File: src/rtl/instr_fetch.sv
// Instruction fetch: issues word reads to a 1-cycle imem, buffers {pc, word}, presents them under valid/ready.
// Latency: issue N -> instr_valid N+2; redirect N -> target valid N+2. IFETCH_MISALIGN_EN enables misaligned-target halt.
// Backpressure: issue stops once buffered + in-flight words would exceed DEPTH; no words are lost.

module instr_fetch_fifo #(
   parameter int W     = 64,
   parameter int DEPTH = 2,
   localparam int AW   = $clog2(DEPTH),
   localparam int CW   = AW + 1
) (
   input  logic          clk,
   input  logic          reset,
   input  logic          flush,
   input  logic          push,
   input  logic [W-1:0]  push_dat,
   input  logic          pop,
   output logic [W-1:0]  head_dat,
   output logic [CW-1:0] count
);
   logic [W-1:0]  mem [DEPTH];
   logic [AW-1:0] wr_ptr;
   logic [AW-1:0] rd_ptr;

   always_ff @(posedge clk) begin
      if (push)
         mem[wr_ptr] <= push_dat;
   end

   always_ff @(posedge clk) begin
      if (reset || flush) begin
         wr_ptr <= '0;
         rd_ptr <= '0;
         count  <= '0;
      end else begin
         if (push)
            wr_ptr <= wr_ptr + AW'(1);
         if (pop)
            rd_ptr <= rd_ptr + AW'(1);
         count <= count + CW'(push) - CW'(pop);
      end
   end

   assign head_dat = mem[rd_ptr];
endmodule

module instr_fetch #(
   parameter logic [31:0] RESET_PC = 32'h0000_0000,
   parameter int          DEPTH    = 2
) (
   input  logic        clk,
   input  logic        reset,
   output logic        imem_rd_en,
   output logic [31:0] imem_addr,
   input  logic [31:0] imem_rdata,
   output logic        instr_valid,
   input  logic        instr_ready,
   output logic [31:0] instr,
   output logic [31:0] instr_pc,
   output logic [6:0]  op,
   output logic [2:0]  funct3,
   output logic        funct7_5,
   input  logic        redirect,
   input  logic [31:0] redirect_pc,
   output logic        misaligned
);
   localparam int CW = $clog2(DEPTH) + 1;

   typedef struct packed {
      logic [31:0] pc;
      logic [31:0] word;
   } fetch_ent_t;

   logic [31:0]   fetch_pc;
   logic [31:0]   resp_pc;
   logic          inflight;
   logic          drop;
   logic          halted;
   logic          redirect_bad;
   logic          issue;
   logic          pop;
   logic          push;
   logic [CW:0]   occ;
   logic [CW-1:0] count;
   logic [31:0]   redirect_addr;
   fetch_ent_t    head;
   fetch_ent_t    push_ent;

`ifdef IFETCH_MISALIGN_EN
   logic halted_q;
   logic misaligned_q;

   assign redirect_bad = redirect && (redirect_pc[1:0] != 2'b00);
   assign halted       = halted_q;
   assign misaligned   = misaligned_q;

   // Any redirect re-evaluates the flag, so an aligned target resumes fetching.
   always_ff @(posedge clk) begin
      if (reset) begin
         halted_q     <= 1'b0;
         misaligned_q <= 1'b0;
      end else if (redirect) begin
         halted_q     <= redirect_bad;
         misaligned_q <= redirect_bad;
      end
   end
`else
   assign redirect_bad = 1'b0;
   assign halted       = 1'b0;
   assign misaligned   = 1'b0;
`endif

   assign redirect_addr = redirect_pc & 32'hFFFF_FFFC;
   assign instr_valid   = (count != '0);
   assign pop           = instr_valid && instr_ready;

   // Occupancy after this cycle's pop, counting the word still returning from imem.
   always_comb begin
      occ   = {1'b0, count} + (CW+1)'(inflight) - (CW+1)'(pop);
      issue = 1'b0;
      if (!reset) begin
         if (redirect)
            issue = !redirect_bad;
         else
            issue = !halted && (occ < (CW+1)'(DEPTH));
      end
   end

   assign imem_rd_en = issue;
   assign imem_addr  = redirect ? redirect_addr : fetch_pc;

   always_ff @(posedge clk) begin
      if (reset) begin
         fetch_pc <= RESET_PC;
         resp_pc  <= RESET_PC;
         inflight <= 1'b0;
         drop     <= 1'b0;
      end else begin
         inflight <= issue;
         drop     <= redirect && inflight && !issue;
         if (issue) begin
            fetch_pc <= imem_addr + 32'd4;
            resp_pc  <= imem_addr;
         end
      end
   end

   // A response landing in the redirect cycle belongs to the old stream.
   assign push          = inflight && !drop && !redirect;
   assign push_ent.pc   = resp_pc;
   assign push_ent.word = imem_rdata;

   instr_fetch_fifo #(
      .W     ($bits(fetch_ent_t)),
      .DEPTH (DEPTH)
   ) u_buf (
      .clk      (clk),
      .reset    (reset),
      .flush    (redirect),
      .push     (push),
      .push_dat (push_ent),
      .pop      (pop && !redirect),
      .head_dat (head),
      .count    (count)
   );

   assign instr    = head.word;
   assign instr_pc = head.pc;
   assign op       = head.word[6:0];
   assign funct3   = head.word[14:12];
   assign funct7_5 = head.word[30];
endmodule

File: config.mk
export PLATFORM = sky130hd
export DESIGN_NAME = instr_fetch
export DESIGN_NICKNAME = d
export VERILOG_FILES = /design/src/rtl/instr_fetch.sv
export SDC_FILE = /design/constraint.sdc
export NUM_CORES = 1
export LEC_CHECK = 0
export ABC_AREA = 1
export CAP_MARGIN = 20
export CORE_AREA = 5 5 132 134
export CTS_CLUSTER_DIAMETER = 120
export CTS_CLUSTER_SIZE = 40
export DETAILED_ROUTE_END_ITERATION = 7
export DIE_AREA = 0 0 137 139
export DONT_BUFFER_PORTS = 1
export GPL_ROUTABILITY_DRIVEN = 0
export GPL_TIMING_DRIVEN = 0
export PLACE_DENSITY = 0.69
export SYNTH_ARGS = -nofsm -noshare
export SYNTH_HDL_FRONTEND = slang
export SYNTH_SLANG_ARGS = --single-unit
File: constraint.sdc
create_clock -name clk -period 12.45 [get_ports clk]
set_clock_uncertainty 0.1 [all_clocks]
set_input_delay 1.8675 -clock clk [delete_from_list [all_inputs] [get_ports clk]]
set_output_delay 1.8675 -clock clk [all_outputs]
set_load 0.05 [all_outputs]
==> summary.txt <==
Final layout
  • Fill count: roughly 1300
  • Final instance area: about 0.0097 mm2
  • Finished Core Util: 0.602
  • P&R area growth vs syn: 11.6%
  • Final #Nets: approximately 940
  • Non-Filler Instances: 1101
  • Share of cells above drive strength 1: 0.213
  • Ant diodes: 0

Synth
  • Yosys cell types: 39
  • Post-synthesis async set-or-reset flop share: 0
  • Top_reg_cell synth: edfxtp_1
  • Syn. warnings: 0
  • Post-synthesis cell count: roughly 840
  • Syn_area_per_cell: around 10 um2
  • Yosys top cell area share: 0.441
  • Synthesized area: 0.00872 mm2
  • Post-synth EDFFs: 128
  • Register area share after synthesis: 0.599
  • Flop and latch count out of synthesis: 197
  • Yosys top cell by area: edfxtp_1
  • Synth area leaders: edfxtp_1 44%, dfxtp_1 16%, mux2_2 8.3%

STA
  • Final setup viols: 0
  • Max-slew violations: 0
  • Hold WS: 354 ps
  • Crit share post-route: 0.492
  • Unrepaired setup endpoints after global routing: false
  • Total negative slack: 0 ps
  • Worst slew pin tran: 886 ps
  • Max_slew headroom: 0.407
  • Fin. Hold Viols: 0
  • FMAX: approximately 0.16 GHz
  • Final min period: 6130 ps

Floorplan
  • Core Box Area: ~0.016 mm2
  • Chip Width: 137 um
  • Starting density of the core: 0.539
  • I/O Pins: 178
  • Die footprint: 0.0190 mm2
  • Std-Cell Rows: 47
  • Die height: 139 um

Critical path
  • Reg2reg setup slack: 8830 ps
  • CP Max Fanout: 10
  • Critical path class: primary input to output pin
  • CP endpoint kind: output pin
  • Req. time, crit path: 10480 ps
  • Arr. time, crit path: 4160 ps
  • R2R cell count: 14
  • Startpoint types: primary input

Route
  • Total Wirelength: 20800 um
  • Initial DRC Count: 459
  • Pre-antenna DRT Iters: 5
  • Via density per instance: 5.51
  • Remaining DRCs: 0
  • DR vias: 6064
  • Post-route ant nets: 0
  • Avg WL per Cell: between 15 and 20 um

Global routing
  • First-pass GRT wire length: 31900 um
  • Vias in the first global route: about 6000
  • Initial antenna violation count: 0
  • Overall Global Routing Usage: 0.218
  • Largest net degree at the start of global routing: 33
  • GRT overflow: 0

Power and ir drop
  • Worst vdd ir: 96.9 uV
  • Power per Cell Area: 149 mW/mm2
  • Leak: 3.73 nW

CTS
  • CTS hold repair buffers: 0
  • Clk slew on worst S/H paths: 70 ps
  • Clock Tree Buf Depth: 2
  • Post-CTS Setup Bufs: 0
  • H-tree levels: 4
  • Sink Count: 197
  • Root buf cell: clkbuf_16
  • Clk Latency, worst-skew pair: 430 ps
  • CTS-repair resized insts: 0
  • Cts bufs inserted: 17
  • CTS tree: yes

Placed design
  • Post-detail-place hpwl: 15400 um
  • Placed insts: 1069
  • Placed Area: 0.00915 mm2
  • Buffers on Ports: 0

Hold path
  • Worst Hold Class: flop to flop
  • Hold depth: 0

Status
  • Status: complete, no violations

Job
  • Max Cap Viol: 0
stage by stage:
step / setup WS, ps / total power [mW]
global placement: 5220 / 0.919
floorplan: 6640 / 0.889
detailed placement: 6350 / 0.927
CTS: 6340 / 1.46
finish: 6320 / 1.45
global route: 6100 / 1.50
registers in the layout (all words and copies together) (netlist names), named ones only:
register,count
u_buf.mem,128
fetch_pc,32
resp_pc,30
u_buf.count,2
drop,1
inflight,1
u_buf.rd_ptr,1
u_buf.wr_ptr,1
cell type report:
| type | instances | area [um2] | area share |
|---|---|---|---|
| repair buffers | 10 | 136 | 0.0140 |
| multi-input cells | 520 | 2930 | 0.301 |
| clock buffers | 23 | 490 | 0.0504 |
| clock inverters | 9 | 91.3 | 0.00939 |
| well taps | 220 | 275 | 0.0283 |
| inverters | 78 | 295 | 0.0304 |
| flip-flops and latches | 197 | 5230 | 0.537 |
| plain buffers | 44 | 288 | 0.0296 |
Yosys cell counts (13+ instances only):
cell and instances:
mux2_2 64, o21ai_0 51, nand2_1 170, edfxtp_1 128
nor2_1 105, nand2_2 20, a21oi_1 13, clkbuf_1 15
inv_1 74, nand3_1 34, buf_4 15, dfxtp_1 69
placed cells by master (no fill, tap or decap), drive strengths merged:
cell,instances
nand3,36
o21ai,64
or2,4
fa,1
nand4,1
conb,2
clkinv,4
a32o,2
edfxtp,128
clkbuf,38
a31o,6
xnor2,2
xor2,3
ha,4
buf,39
inv,81
bufinv,1
nor3,5
nand2,191
a21oi,13
clkinvlp,1
mux2,64
dfxtp,69
a211oi,1
a31oi,5
nor2,116
final timing paths:
| check | from | to |
|---|---|---|
| worst min register to register | resp_pc[19]$_SDFFE_PP0P_ | u_buf.mem[0][51]$_DFFE_PP_ |
| worst min-delay path | resp_pc[19]$_SDFFE_PP0P_ | u_buf.mem[0][51]$_DFFE_PP_ |
| worst max register to register | u_buf.count[1]$_SDFF_PP0_ | resp_pc[3]$_SDFFE_PP0P_ |
| worst max-delay path | instr_ready | imem_rd_en |
kinds of logic after synthesis:
group	after synthesis	share of synthesized area
AND/OR/NAND/NOR	353	0.174
flip-flops	197	0.599
buffers and inverters	122	0.0669
AO/OA/AOI/OAI	91	0.0635
multiplexers	64	0.0827
adder cells (fa/ha/maj)	5	0.00804
XOR/XNOR	5	0.00503
other	1	0.000430
critical path, cell delays in order:
cell and delay, ps:
nand2_1 140, inv_1 70, ha_1 280, nor2_1 130, fa_1 410, a21oi_1 130, nand2_1 140, nand2_4 150
nand2_2 160, inv_2 230, buf_2 430
report_power, final:
group | total [mW] | internal [mW] | switching, mW
Combinational | 0.179 | 0.0397 | 0.140
Sequential | 0.736 | 0.723 | 0.0127
Clock | 0.535 | 0.302 | 0.233
layer usage:
metal  up-vias  track usage  share of wire
met5         -            0              0
met4         0       0.0924          0.031
met3        53       0.0795           0.11
met2       294        0.345           0.47
met1      2881        0.269           0.39
li1       2836            -              -
No activity file was read; power rests on OpenSTA's default activity.
